`config.mk`:
```
export PLATFORM = sky130hd
export DESIGN_NAME = debug_lcd_fmt
export DESIGN_NICKNAME = d
export VERILOG_FILES = /design/src/rtl/debug_lcd_fmt.sv
export SDC_FILE = /design/constraint.sdc
export NUM_CORES = 1
export LEC_CHECK = 0
export ABC_AREA = 0
export BUFFER_PORTS_ARGS = -buffer_cell sky130_fd_sc_hd__buf_2
export CAP_MARGIN = 20
export CORE_ASPECT_RATIO = 1.1
export CORE_MARGIN = 4
export CORE_UTILIZATION = 30
export CTS_CLUSTER_SIZE = 28
export DETAILED_ROUTE_END_ITERATION = 8
export GPL_ROUTABILITY_DRIVEN = 0
export HOLD_SLACK_MARGIN = 0.03
export PLACE_DENSITY = 0.46
export SYNTH_ARGS = -nofsm -noshare
export SYNTH_HDL_FRONTEND = slang
export SYNTH_SLANG_ARGS = --single-unit
```
`constraint.sdc`:
```
create_clock -name CCLK -period 14.9 [get_ports CCLK]
set_input_delay 0 -clock CCLK [delete_from_list [all_inputs] [get_ports CCLK]]
set_output_delay 0 -clock CCLK [all_outputs]
set_load 0.03 [all_outputs]
```
`src/rtl/debug_lcd_fmt.sv`:
```
// -----------------------------------------------------------------------------
// debug_lcd_fmt
//
// Formats a snapshot of debug probe channels into a 32-character, two-line
// ASCII frame for a character LCD driver.
//
//   Line 1 (chars 0-15):  <step_cnt:2 hex>'P'<page:1 hex>"    "<live:8 hex>
//   Line 2 (chars 16-31): FPP fields of (DIGITS+1) chars. Each field is a
//                         channel tag digit followed by DIGITS hex digits of
//                         that channel. Unused fields and trailing chars are
//                         spaces.
//
// A refresh starts in IDLE on a trigger and snapshots probe/live/page/step_cnt.
// CONV then produces one character per cycle into a shadow shift register.
// FLUSH copies the frame to str and pulses cls. cls therefore pulses, and str
// changes, 33 cycles after the trigger edge. Steps that arrive while busy are
// all counted, but they collapse into a single pending refresh.
//
// Optional feature (macro DBG_FMT_LIVE_EN):
//   When defined, a change of live relative to its last snapshot while IDLE
//   also triggers a refresh. That refresh does not count as a step.
//   When undefined, live is only sampled on step-triggered refreshes, and no
//   compare logic exists.
//
// Parameters
//   NCH    : number of 32-bit probe channels (1..16)
//   DIGITS : hex digits shown per channel (1..8)
//
// Ports
//   CCLK     in   clock, all state on rising edge
//   RSTN     in   asynchronous active-low reset
//   step     in   single-cycle debounced step pulse
//   clr      in   single-cycle pulse, clears step_cnt (wins over step)
//   probe    in   NCH*32 flat probe bus, channel k = [32k+31:32k]
//   page     in   requested display page
//   live     in   live 32-bit value shown on line 1
//   str      out  32 ASCII chars, char 0 in [255:248]
//   cls      out  one-cycle "string updated" pulse
//   busy     out  high while a refresh is in progress
//   step_cnt out  8-bit wrapping step counter
// -----------------------------------------------------------------------------
module debug_lcd_fmt #(
    parameter  int NCH    = 8,
    parameter  int DIGITS = 3,
    localparam int PW     = 4
) (
    input  logic              CCLK,
    input  logic              RSTN,
    input  logic              step,
    input  logic              clr,
    input  logic [NCH*32-1:0] probe,
    input  logic [PW-1:0]     page,
    input  logic [31:0]       live,
    output logic [255:0]      str,
    output logic              cls,
    output logic              busy,
    output logic [7:0]        step_cnt
);

    localparam int FPP     = 16 / (DIGITS + 1);
    localparam int NPG_RAW = (NCH + FPP - 1) / FPP;
    localparam int NPAGE   = (NPG_RAW < 1) ? 1 : NPG_RAW;

    localparam logic [PW-1:0] PG_MAX = PW'(NPAGE - 1);
    localparam logic [7:0]    SP     = 8'h20;

    typedef enum logic [1:0] {
        S_IDLE,
        S_CONV,
        S_FLUSH
    } state_t;

    state_t              state;
    logic [4:0]          idx;
    logic                pending;
    logic                trig;
    logic [7:0]          cnt_nxt;

    logic [NCH*32-1:0]   probe_p0;
    logic [31:0]         live_p0;
    logic [PW-1:0]       pg_p0;
    logic [7:0]          cnt_p0;

    logic [255:0]        shadow_p1;
    logic [7:0]          char_nxt;

    int                  pos;
    int                  fld;
    int                  off;
    int                  chn;
    logic [31:0]         ch_word;

    // Uppercase ASCII hex digit.
    function automatic logic [7:0] hex_char(input logic [3:0] n);
        return (n < 4'd10) ? (8'h30 + {4'h0, n}) : (8'h37 + {4'h0, n});
    endfunction

    // Pages past the last populated one show the last page.
    function automatic logic [PW-1:0] clamp_page(input logic [PW-1:0] p);
        return (p > PG_MAX) ? PG_MAX : p;
    endfunction

    // clr wins over a coincident step; the counter runs in every state.
    always_comb begin
        if (clr) begin
            cnt_nxt = 8'd0;
        end else if (step) begin
            cnt_nxt = step_cnt + 8'd1;
        end else begin
            cnt_nxt = step_cnt;
        end
    end

`ifdef DBG_FMT_LIVE_EN
    logic live_chg;

    assign live_chg = (live != live_p0);
    assign trig     = step | pending | live_chg;
`else
    assign trig     = step | pending;
`endif

    // ---- stage p0: snapshot taken on the edge that starts a refresh ----
    always_ff @(posedge CCLK) begin
        if (state == S_IDLE && trig) begin
            probe_p0 <= probe;
            pg_p0    <= clamp_page(page);
            cnt_p0   <= cnt_nxt;
        end
    end

    // The live snapshot is reset because it is also the reference for the
    // optional change detector.
    always_ff @(posedge CCLK or negedge RSTN) begin
        if (!RSTN) begin
            live_p0 <= '0;
        end else if (state == S_IDLE && trig) begin
            live_p0 <= live;
        end
    end

    // Character generator for position idx from the p0 snapshot.
    always_comb begin
        char_nxt = SP;
        ch_word  = '0;
        pos      = 0;
        fld      = 0;
        off      = 0;
        chn      = 0;
        if (idx == 5'd0) begin
            char_nxt = hex_char(cnt_p0[7:4]);
        end else if (idx == 5'd1) begin
            char_nxt = hex_char(cnt_p0[3:0]);
        end else if (idx == 5'd2) begin
            char_nxt = 8'h50;
        end else if (idx == 5'd3) begin
            char_nxt = hex_char(pg_p0);
        end else if (idx < 5'd8) begin
            char_nxt = SP;
        end else if (idx < 5'd16) begin
            // chars 8..15 walk live from the most significant nibble down
            char_nxt = hex_char(4'(live_p0 >> (4 * (15 - int'(idx)))));
        end else begin
            pos     = int'(idx) - 16;
            fld     = pos / (DIGITS + 1);
            off     = pos % (DIGITS + 1);
            chn     = int'(pg_p0) * FPP + fld;
            ch_word = 32'(probe_p0 >> (32 * chn));
            // fld >= FPP covers trailing chars when 16 is not a multiple
            // of DIGITS+1; chn >= NCH covers empty fields on the last page.
            if (fld < FPP && chn < NCH) begin
                if (off == 0) begin
                    char_nxt = hex_char(4'(chn));
                end else begin
                    char_nxt = hex_char(4'(ch_word >> (4 * (DIGITS - off))));
                end
            end
        end
    end

    // ---- stage p1: shadow frame, filled char 0 first by shifting left ----
    always_ff @(posedge CCLK) begin
        if (state == S_CONV) begin
            shadow_p1 <= {shadow_p1[247:0], char_nxt};
        end
    end

    // ---- stage p2: control FSM and registered outputs ----
    always_ff @(posedge CCLK or negedge RSTN) begin
        if (!RSTN) begin
            state    <= S_IDLE;
            idx      <= '0;
            pending  <= 1'b0;
            step_cnt <= '0;
            cls      <= 1'b0;
            busy     <= 1'b0;
            str      <= {32{SP}};
        end else begin
            step_cnt <= cnt_nxt;
            cls      <= 1'b0;
            case (state)
                S_IDLE: begin
                    if (trig) begin
                        state   <= S_CONV;
                        idx     <= '0;
                        pending <= 1'b0;
                        busy    <= 1'b1;
                    end
                end
                S_CONV: begin
                    if (step) begin
                        pending <= 1'b1;
                    end
                    // idx wraps back to 0 after the last character
                    idx <= idx + 5'd1;
                    if (idx == 5'd31) begin
                        state <= S_FLUSH;
                    end
                end
                S_FLUSH: begin
                    if (step) begin
                        pending <= 1'b1;
                    end
                    str   <= shadow_p1;
                    cls   <= 1'b1;
                    busy  <= 1'b0;
                    state <= S_IDLE;
                end
                default: begin
                    state <= S_IDLE;
                    busy  <= 1'b0;
                end
            endcase
        end
    end

endmodule
```
# Word level (Yosys, flattened, before mapping)
# Cells that the tools add are included.
[totals]
register_bits = 830
inputBits = 296
output_inout_bits = 266
elab_cells = 97
[op_classes]
addsub = 19
magnitude_cmp = 11
n_eq_ne = 9
shift = 3
muxes = 27
bitwise = 3
reduce_logical = 13
[op_table]
columns = ["op", "count"]
rows = [
  ["$shr 256x32->32", 1],
  ["$mux 7", 14],
  ["$add 6x4->7 const A", 12],
  ["$shr 32x32->4", 2],
  ["$add 32x1->32", 1],
  ["$add 7x32->32", 1],
  ["$logic_not 32->1", 1],
  ["$lt 32x4->1 const B", 1],
  ["$lt 32x5->1 const B", 1],
  ["$lt 4x4->1 const B", 6],
  ["$mux 8", 2],
  ["$eq 5x2->1 const B", 2],
  ["$pmux 5 s2", 1],
  ["$add 8x1->8 const B", 1],
  ["$reduce_and 2->1", 3],
  ["$sub 4x5->6 const A", 1],
  ["$sub 5x5->6 const B", 1],
  ["$add 5x1->5 const B", 1],
  ["$eq 5x1->1 const B", 1],
  ["$eq 5x5->1 const B", 1],
  ["$logic_not 5->1", 1],
  ["$lt 5x4->1 const B", 1],
  ["$lt 5x5->1 const B", 1],
  ["$mux 5", 1],
  ["18 further kinds", 27],
]

# Logic depth before layout (Yosys ltp)
# Gate-level depths: netlist of run 1.
[depth]
ltp_word = 17
depth_mapped = 24
depth_no_buf = 20

# Worst setup path after synthesis of run 1
# Ideal clock, no wire load.
[synth_timing]
kind = "reg2reg"
start = "reg state[0]"
end = "reg cnt_p0[0], enable pin"
t_arrival_ps = 6403
required_ps = 14282
slack_ps = 7879
path_stages_with_launch = 7
cell_sequence = "dfrtp_1 > inv_1 > ha_1 > clkbuf_1 > o21ai_1 > clkbuf_1 > inv_1"
[synth_via]
elab_chain_cells = 2
[synth_lines]
columns = ["element", "line", "rtl"]
rows = [
  ["start: declaration", "73", "state_t state;"],
  ["start signal: assignment", "191", "state <= S_IDLE;"],
  ["start signal: assignment", "204", "state <= S_CONV;"],
  ["start signal: assignment", "217", "state <= S_FLUSH;"],
  ["$logic_not 2->1", "125", "if (state == S_IDLE && trig) begin"],
  ["$logic_and 1x1->1", "125", ""],
  ["end signal: assignment", "128", "cnt_p0 <= cnt_nxt;"],
  ["end: declaration", "82", "logic [7:0] cnt_p0;"],
]
# Every way passes these cells.
# A chain may end at the register's enable or synchronous reset.

# Worst setup path after layout of run 1
[layout_timing]
start = "reg idx[0]"
end = "reg shadow_p1[2] (data pin)"
[layout_via]
elab_chain_cells = 17
[layout_lines]
columns = ["element", "line", "rtl"]
rows = [
  ["start: declaration", "74", "logic [4:0] idx;"],
  ["start signal: assignment", "215", "idx <= idx + 5'd1;"],
  ["$sub 5x5->6", "164", "pos = int'(idx) - 16;"],
  ["$reduce_or 2->1 (no line)", "n/a", ""],
  ["$and 1x1->1 (no line)", "n/a", ""],
  ["$add 32x1->32 (no line)", "n/a", ""],
  ["$add 7x32->32", "167", "chn = int'(pg_p0) * FPP + fld;"],
  ["$shr 256x32->32", "168", "ch_word = 32'(probe_p0 >> (32 * chn));"],
  ["$shr 32x32->4", "175", "char_nxt = hex_char(4'(ch_word >> (4 * (DIGITS - off))));"],
  ["$add 6x4->7 / $lt 4x4->1 (equally long branches)", "95", "return (n < 4'd10) ? (8'h30 + {4'h0, n}) : (8'h37 + {4'h0, n});"],
  ["[2 not listed]", "n/a", ""],
  ["$mux 7", "171", "if (fld < FPP && chn < NCH) begin"],
  ["$mux 7", "160", "end else if (idx < 5'd16) begin"],
  ["$mux 7", "158", "end else if (idx < 5'd8) begin"],
  ["$mux 7", "156", "end else if (idx == 5'd3) begin"],
  ["$mux 7", "154", "end else if (idx == 5'd2) begin"],
  ["$mux 7", "152", "end else if (idx == 5'd1) begin"],
  ["$mux 7 (*)", "150", "if (idx == 5'd0) begin"],
  ["via char_nxt[2]", "85", "logic [7:0] char_nxt;"],
  ["end signal: assignment", "184", "shadow_p1 <= {shadow_p1[247:0], char_nxt};"],
  ["end: declaration", "84", "logic [255:0] shadow_p1;"],
]
# The timed path passes the listed nets; every way through them passes the cells marked *.

==> results by stage, run 1 <==
Setup path:
- Measured in cells, the most critical reg-to-reg path has a length of 20.
- The startpoint of the worst register-to-register path is idx[0].
- The endpoint identified for the worst register-to-register timing path is shadow_p1[2].
- The critical path startpoint category is a flop.
- For the worst setup path, the data required time is 15270 ps.
- The worst setup path is of the flop to flop kind.
- The biggest fanout along the worst timing path is 36.
- The first element of the critical path is idx[0].
- Setup slack on the worst reg-to-reg path comes out at 8780 ps.
- The data arrival time of the critical path is 6500 ps.
- The worst setup path is captured at a flop.
- In this run the worst setup path terminates at shadow_p1[2].

Die:
- In this run the standard cell core region covers 95740 sq um.
- In this run the count of I/O pins placed on the die edge is 562.
- The initial cell density of the core is 30.25%.
- The full die area is 101600 sq um.
- The die is 333.9 um tall.
- The floorplan step set the die width to 304.2 um.
- Row generation in the floorplan step produced 119 rows.

Synthesis:
- After synthesis, the most frequently instantiated cells are 492 x edfxtp_1, 258 x mux2_2, 242 x dfrtp_1.
- The count of flip-flops with a built-in enable after synthesis is 492.
- The post-synthesis average cell area is 17.18 sq um.
- The number of instances in the synthesized netlist is 1686.
- The number of warning messages in the yosys log is 0.
- Counting distinct cell types in the post-synthesis netlist gives 71.
- After synthesis, the share of flip-flops with an asynchronous set or reset is 35.77%.
- The most frequently used cell type in the post-synthesis netlist is edfxtp_1.
- In the synthesized netlist the dominant register cell turns out to be edfxtp_1.
- The area share of the largest cell type after synthesis is 51.01%.
- The cell area after technology mapping is 28960 sq um.
- After synthesis, the cell types taking the most area are edfxtp_1 51%, dfrtp_1 21%, mux2_2 10%, dfstp_2 2.9%, mux4_2 2.4%.
- Sequential elements use 74.83% of the synthesized area.
- The synthesized design contains 766 register bits.
- The largest area contributor in the synthesized netlist is edfxtp_1.

STA:
- Derived from the worst setup path, the maximum achievable clock frequency is 163.3 MHz.
- The worst path uses 41.10% of the clock period.
- The post-layout worst setup margin is 8775 ps.
- Setup repair after global routing left no endpoint under its margin.
- The worst slew margin relative to its limit is 27.93%.
- The worst hold margin is 77.93 ps.
- At the pin with the least slew margin, the transition time is 1081 ps.
- The number of pins with negative max-slew slack in the final report is 0.
- The final critical delay including setup and external delays is 6125 ps.
- The largest clock skew in the final design is 24.32 ps.
- The final setup violation count is 0.
- The final hold violation count was 0.
- The accumulated negative setup slack is 0 ps.

Pwr:
- IR analysis of the VDD net gives a maximum drop of 0.08460 mV.
- The ratio of total power to cell area is 179.2 nW/um^2.
- The overall power after layout is 7.207 mW.
- The leakage power is 17.08 nW.

Clock tree:
- The TritonCTS clock tree is done.
- The clock latency at the later pin of the worst-skew pair is 650 ps.
- Counting every sink on the clock net gives 766.
- After clock tree synthesis, the clock-pin slew on the worst setup and hold paths is 60 ps.
- The buffer levels on the longest clock path is 3.
- The CTS buffer count is 86.
- The buffer type at the clock tree root is clkbuf_16.
- The count of buffers added by post-CTS timing repair for setup is 0.
- The clock tree synthesis step divided the H-tree into 3 levels.

Global routing:
- The routing usage on met2 is 29.57%.
- Summed over all layers, the global routing overflow is 0.
- The number of global-route vias before repair is 20280.
- The highest-utilization routing layer at the global route stage is met2.
- The first global-routing pass estimated 128.1 mm of wire.
- The met3 track utilization from global routing is 3.566%.
- The total track usage is 16.59%.
- The met1 global-route usage is 19.28%.
- The pin count of the biggest net entering global routing is 150.
- The initial antenna violation count was 3.

Drt:
- Summed over all layers, the routed wires come to 85.84 mm.
- In the routed design, unresolved DRC markers number 0.
- The number of detailed-route iterations in the first pass is 5.
- The total number of vias is 18760.
- The via density per instance is 4.656.
- Once detail routing completed, the nets flagged for antenna violations numbered 0.
- For this block, the initial DRC count from the detailed router was 1069.
- The detailed-route wire length per cell is 21.30 um.

Job:
- The number of maximum-capacitance violations is 0.

Placed design:
- The placed cell count is 3434.
- The count of buffers added on input and output ports is 529.
- The final HPWL from detailed placement is 57.04 mm.
- The placed standard-cell area is 32980 sq um.
- Before CTS, the worst setup slack after placement is 8606 ps.

Cells and area:
- The final net count is 3006.
- Measured on the finished design, the core utilization comes to 42.01%.
- The fraction of layout instances using a drive strength above 1 is 37.06%.
- The finished layout holds 4030 standard cells, fillers aside.
- After routing the design area is 40220 sq um.
- The fill cell total of the finished layout is 8668.
- The area growth from synthesis to layout is 38.89%.

Worst hold path:
- In this run the worst hold path is classified as input port to flop.
- The worst hold path cell count is 2.

Run status:
- The run finished with clean final reports.
==> worst min-delay path by stage <==
stage,startpoint,to,slack [ps]
finish,probe[186],probe_p0[186],80
global route,probe[85],probe_p0[85],50
CTS,probe[10],probe_p0[10],30
detailed placement,RSTN,str[129],50
global placement,RSTN,str[129],40
floorplan,RSTN,busy,-300
==> worst max-delay path: stages (launching register included) <==
cell and delay (ps):
dfrtp_1 320, buf_4 380, inv_1 310, ha_1 400, or2_2 360, inv_1 230, ha_2 240, nand2_1 50
ha_1 310, inv_1 40, ha_2 300, buf_4 420, nor2b_2 730, a32oi_1 210, nand4_1 160, nand4_1 190
o21ai_1 420, ha_1 280, a21oi_1 90, a311oi_1 290, nor3_1 100
==> cell type report <==
cell class,instances,area [sq um],area share (%)
antenna,2,5.005,0.01244
clock buffer,122,2522,6.271
clock inverter,39,355.3,0.8834
inverter,25,101.3,0.2520
multi-input combinational,826,6813,16.94
sequential,766,21670,53.88
tap,1270,1589,3.950
timing repair buffer,980,7167,17.82
==> flip-flops by register name, summed over array words and instances (netlist names) <==
name,flops
probe_p0,256
shadow_p1,224
str,224
live_p0,32
cnt_p0,8
step_cnt,8
idx,5
pg_p0,4
state,2
busy,1
cls,1
pending,1
==> power by group <==
group          internal (mW)  switching (mW)
logic                  0.580            1.03
clock network           1.27           0.856
registers               3.14           0.325
==> metal layers <==
layer	vias to the layer above	routed length (um)
met2	750	43780
li1	8323	-
met5	-	0
met3	186	5131
met4	0	3689
met1	9503	33240
==> layout by cell type, fill, tap and decap left out, drive strengths merged, types with 24 or more instances in the layout <==
cell,count
nand2,157
ha,24
a31oi,26
clkinv,30
mux2i,27
nor2,32
conb,35
buf,549
mux4,33
dfstp,32
o21ai,29
dlygate4sd3,431
a21oi,30
mux2,258
dfrtp,242
inv,28
clkbuf,122
edfxtp,492
nand3,39
==> repair_timing <==
item                                   4_1_cts  5_1_grt
endpoints found under the hold margin      385        0
gates resized for setup                      0        0
hold buffers                               432        0
==> logic make-up after synthesis <==
group	share of synthesized area [%]
AND/OR/NAND/NOR	4.528
buffers and inverters	2.290
flip-flops	74.83
adder cells (fa/ha/maj)	1.106
AO/OA/AOI/OAI	3.292
other	0.01295
multiplexers	13.56
XOR/XNOR	0.3888
No activity file was read; power rests on OpenSTA's default activity.
==> run 2: changes to the inputs <==
- ABC_AREA: 0 -> 1
- PLACE_DENSITY: 0.46 -> 0.47
- clock period: 14.9 -> 5.1 ns (I/O delays scaled with it)
==> results by stage, run 2 <==
Drt:
- The residual antenna-violating net count after detailed routing is 0 (unchanged).
- The detailed-route wire length per cell was 19.29 um (-9.4%).
- The total wire length is 86.38 mm (+0.62%).
- The number of DRC markers in iteration 0 is 1400 (+31%).
- The total number of vias is 20410 (+8.8%).
- The number of detailed-route iterations in the first pass is 5 (unchanged).
- The via density per instance is 4.558 (-2.1%).
- The final routed DRC violation total is 0 (unchanged).

Synthesis:
- The largest area contributor in the synthesized netlist is edfxtp_1.
- The dominant register cell in the synthesized netlist is edfxtp_1.
- The number of unique standard cell types used by synthesis is 44 (-38%).
- The number of instances in the synthesized netlist is 2091 (+24%).
- The post-synthesis average cell area is 14.06 sq um (-18%).
- In the post-synthesis netlist, the biggest area contributors are edfxtp_1 50%, dfrtp_1 21%, mux2_2 8.6%, nand2_1 5.4%, nand3_1 3.9%.
- The count of flip-flops with a built-in enable after synthesis came to 492 (unchanged).
- The number of warning messages in the yosys log is 0 (unchanged).
- The cell area after technology mapping is 29390 sq um (+1.5%).
- The portion of the post-synthesis area used by sequential elements was 73.73% (-1.1 points).
- Counting instances in the post-synthesis netlist gives the leading cell types as 492 x edfxtp_1, 422 x nand2_1, 242 x dfrtp_1.
- The post-synthesis register bit count is 766 (unchanged).
- In the post-synthesis netlist, the cell with the most instances is edfxtp_1.
- The area share of the largest cell type after synthesis is 50.27% (-0.75 points).
- The fraction of synthesis flops using an asynchronous set or reset pin was 35.77% (unchanged).

Setup path:
- The startpoint of the worst register-to-register path is idx[1].
- The first element of the critical path is idx[1].
- The type of destination of the critical path is a flop.
- The capture point of the worst path is shadow_p1[4].
- The critical path required time came to 5500 ps (-9770 ps).
- The critical path startpoint category is a flop.
- The reg-to-reg setup timing slack is 550 ps (-8230 ps).
- The depth of the worst register-to-register path was 25 (+25%).
- The data arrival time of the critical path is 4960 ps (-1540 ps).
- The biggest fanout along the worst timing path is 6 (-83%).
- The worst setup path is of the flop to flop kind.
- In this run the critical register-to-register path is captured at shadow_p1[4].

STA:
- The final critical delay including setup and external delays came to 4554 ps (-1571 ps).
- The share of the clock period used by the worst path after layout was 89.29% (+48 points).
- The number of pins with negative max-slew slack in the final report is 0 (unchanged).
- The worst slew margin relative to its limit was 33.96% (+6.0 points).
- The accumulated negative setup slack is 0 ps (unchanged).
- The largest clock skew in the final design came to 21.88 ps (-2.443 ps).
- The highest clock frequency the design can meet is 219.6 MHz (+34%).
- The actual transition at the worst max-transition pin is 990.6 ps (-90.44 ps).
- Setup repair after global routing left no endpoint under its margin.
- The final hold violation count is 0 (unchanged).
- The final setup violation count is 0 (unchanged).

Die:
- The placement row count is 120 (+0.84%).
- The overall die width is 306.4 um (+0.72%).
- The full die area is 103100 sq um (+1.5%).
- The die span in y is 336.3 um (+0.72%).
- The initial cell density of the core is 30.21% (-0.041 points).
- The core region area is 97290 sq um (+1.6%).
- The number of top-level pins is 562 (unchanged).

Global routing:
- The number of global-route vias before repair came to 21870 (+7.8%).
- The total congestion overflow is 0 (unchanged).
- The pin count of the biggest net entering global routing was 137 (-8.7%).
- The initial antenna violation count is 10 (+7).
- The total track usage is 16.48% (-0.11 points).
- The wire length of the first global-routing pass is 131.5 mm (+2.7%).

Cells and area:
- The fill cell total of the finished layout is 8876 (+2.4%).
- The number of flip-flops under the largest register name was 256 (unchanged).
- The area of the multi-input gates came to 6937 sq um (+1.8%).
- The register name with the most flops is probe_p0.
- The largest registers in the layout are probe_p0 x256, shadow_p1 x224, str x224.
- The final non-filler cell total is 4477 (+11%).
- The library cells used most frequently in the layout, excluding fill and tap cells, are 528 x buf_2, 492 x edfxtp_1, 468 x dlygate4sd3_1.
- Relative to the synthesized area, the layout overhead comes to 39.65%.
- The fraction of layout instances using a drive strength above 1 is 30.18% (-6.9 points).
- The most common library cell in the layout ignoring fill and taps is buf_2.
- The post-layout instance area is 41050 sq um (+2.0%).
- The area of all sequential standard cells is 21670 sq um (unchanged).
- The final net count is 3438 (+14%).

Pwr:
- The ratio of total power to cell area is 331.6 nW/um^2 (+85%).
- The share of total power in sequential cells is 49.5% (+1.4 points).
- The fraction of power spent switching nets is 21.27% (-9.4 points).
- The portion of total power attributed to the clock network was 45.3% (+16 points).
- The leakage power is 17.39 nW (+1.8%).
- The cell-internal power is 10.71 mW (+110%).
- The part of the power in combinational logic is 5.2% (-17 points).
- The switching power is 2.895 mW (+31%).
- The worst ir drop on vdd was 0.2646 mV (+210%).

Worst hold path:
- The type of the most critical hold path is input port to flop.
- The worst hold path cell count was 2 (unchanged).

Clock tree:
- The buffer type at the clock tree root is clkbuf_16.
- The clock latency at the later pin of the worst-skew pair is 650 ps (about the same).
- The deepest level of the CTS H-tree came to 3 (unchanged).
- The CTS buffer count is 85 (-1.2%).
- TritonCTS built the clock tree.
- The buffer levels on the longest clock path is 3 (unchanged).
- The clock-pin slew on the worst setup and hold paths is 60 ps (about the same).
- The number of clock sinks seen by CTS is 766 (unchanged).
- The count of cells resized by post-cts repair was 0 (unchanged).

Placed design:
- The final HPWL from detailed placement came to 56.64 mm (-0.70%).
- The placed standard-cell area is 33480 sq um (+1.5%).
- The number of buffers inserted by port buffering is 529 (unchanged).
- The placed cell count came to 3842 (+12%).

Run status:
- The flow ran to the end, and the final reports show no timing, DRC or antenna violations.

Job:
- The number of maximum-capacitance violations is 0 (unchanged).
## run 2: changes by cell type in the layout (fill, tap and decap cells not counted), moves of 34 or more
cell / delta
dlygate4sd3_1: +37
inv_1: +35
mux2_2: -34
nand2_1: +263
nand3_1: +191
nor2_1: +64
## run 2: critical path: stages, from the launching register on
cell      delay [ps]
dfrtp_1          390
clkinv_1         100
ha_1             260
nor2_1           290
buf_4            190
ha_1             190
nand2_1           70
ha_1             300
inv_1             70
ha_1             360
a21oi_1          220
nand2_1           80
o21ai_0          180
nand4_1          150
nor2_1           260
buf_4            190
nand3_2          140
ha_1             270
nand2_1           80
nand3_1          110
nand3_1           90
nand2_1           50
nand2_1           60
nand3_1           60
nand3_1           70
nand2_1           60
## run 2: cells by family after synthesis
logic type | synth area share, %
multiplexers | 8.582
flip-flops | 73.73
buffers and inverters | 3.282
adder cells (fa/ha/maj) | 1.090
other | 0.01276
AND/OR/NAND/NOR | 11.00
AO/OA/AOI/OAI | 2.180
XOR/XNOR | 0.1192
## run 2: layout make-up
type                    count  area share, %
well taps                1281          3.905
clock inverters            41          1.107
diodes                      8        0.04877
multi-input cells        1170          16.90
flip-flops and latches    766          52.80
repair buffers           1027          18.82
clock buffers             117          5.801
inverters                  67         0.6219
## run 2: worst min-delay path by stage
stage,startpoint,to,slack (ps)
2_1_floorplan,RSTN,busy,-300
3_3_place_gp,RSTN,str[130],30
3_5_place_dp,RSTN,str[130],40
4_1_cts,probe[144],probe_p0[144],30
5_1_grt,probe[93],probe_p0[93],50
6_report,probe[208],probe_p0[208],70
## run 2: repair_timing
item / CTS / global route
hold buffers: 469 / 0
endpoints found under the hold margin: 440 / 0
setup buffers: 0 / 0
## run 2: per-stage QoR
stage	hold slack (ps)	power, mW	utilization (%)	worst slack (ps)
final	70.31	13.61	42.19	546.1
after global placement	32.67	7.271	34.41	686.9
after floorplan	-295.6	7.029	-	106.0
after CTS	30.76	13.78	42.17	524.1
after global routing	49.57	14.12	42.18	236.9
after detailed placement	36.02	7.280	34.41	562.3
## run 2: layer usage
| layer | track usage (%) | vias to the layer above | wire (um) |
|---|---|---|---|
| li1 | - | 9396 | - |
| met1 | 19.91 | 10100 | 34380 |
| met2 | 29.25 | 762 | 43790 |
| met3 | 3.288 | 143 | 5457 |
| met4 | 5.905 | 2 | 2740 |
| met5 | 0 | - | 7 |
## run 2: power groups by stage
stage               Clock (mW)  Combinational, mW  Sequential, mW
global placement             0              0.420            6.85
global route              6.62              0.763            6.74
CTS                       6.35              0.700            6.73
floorplan                    0              0.111            6.92
finish                    6.17              0.711            6.73
detailed placement           0              0.424            6.86
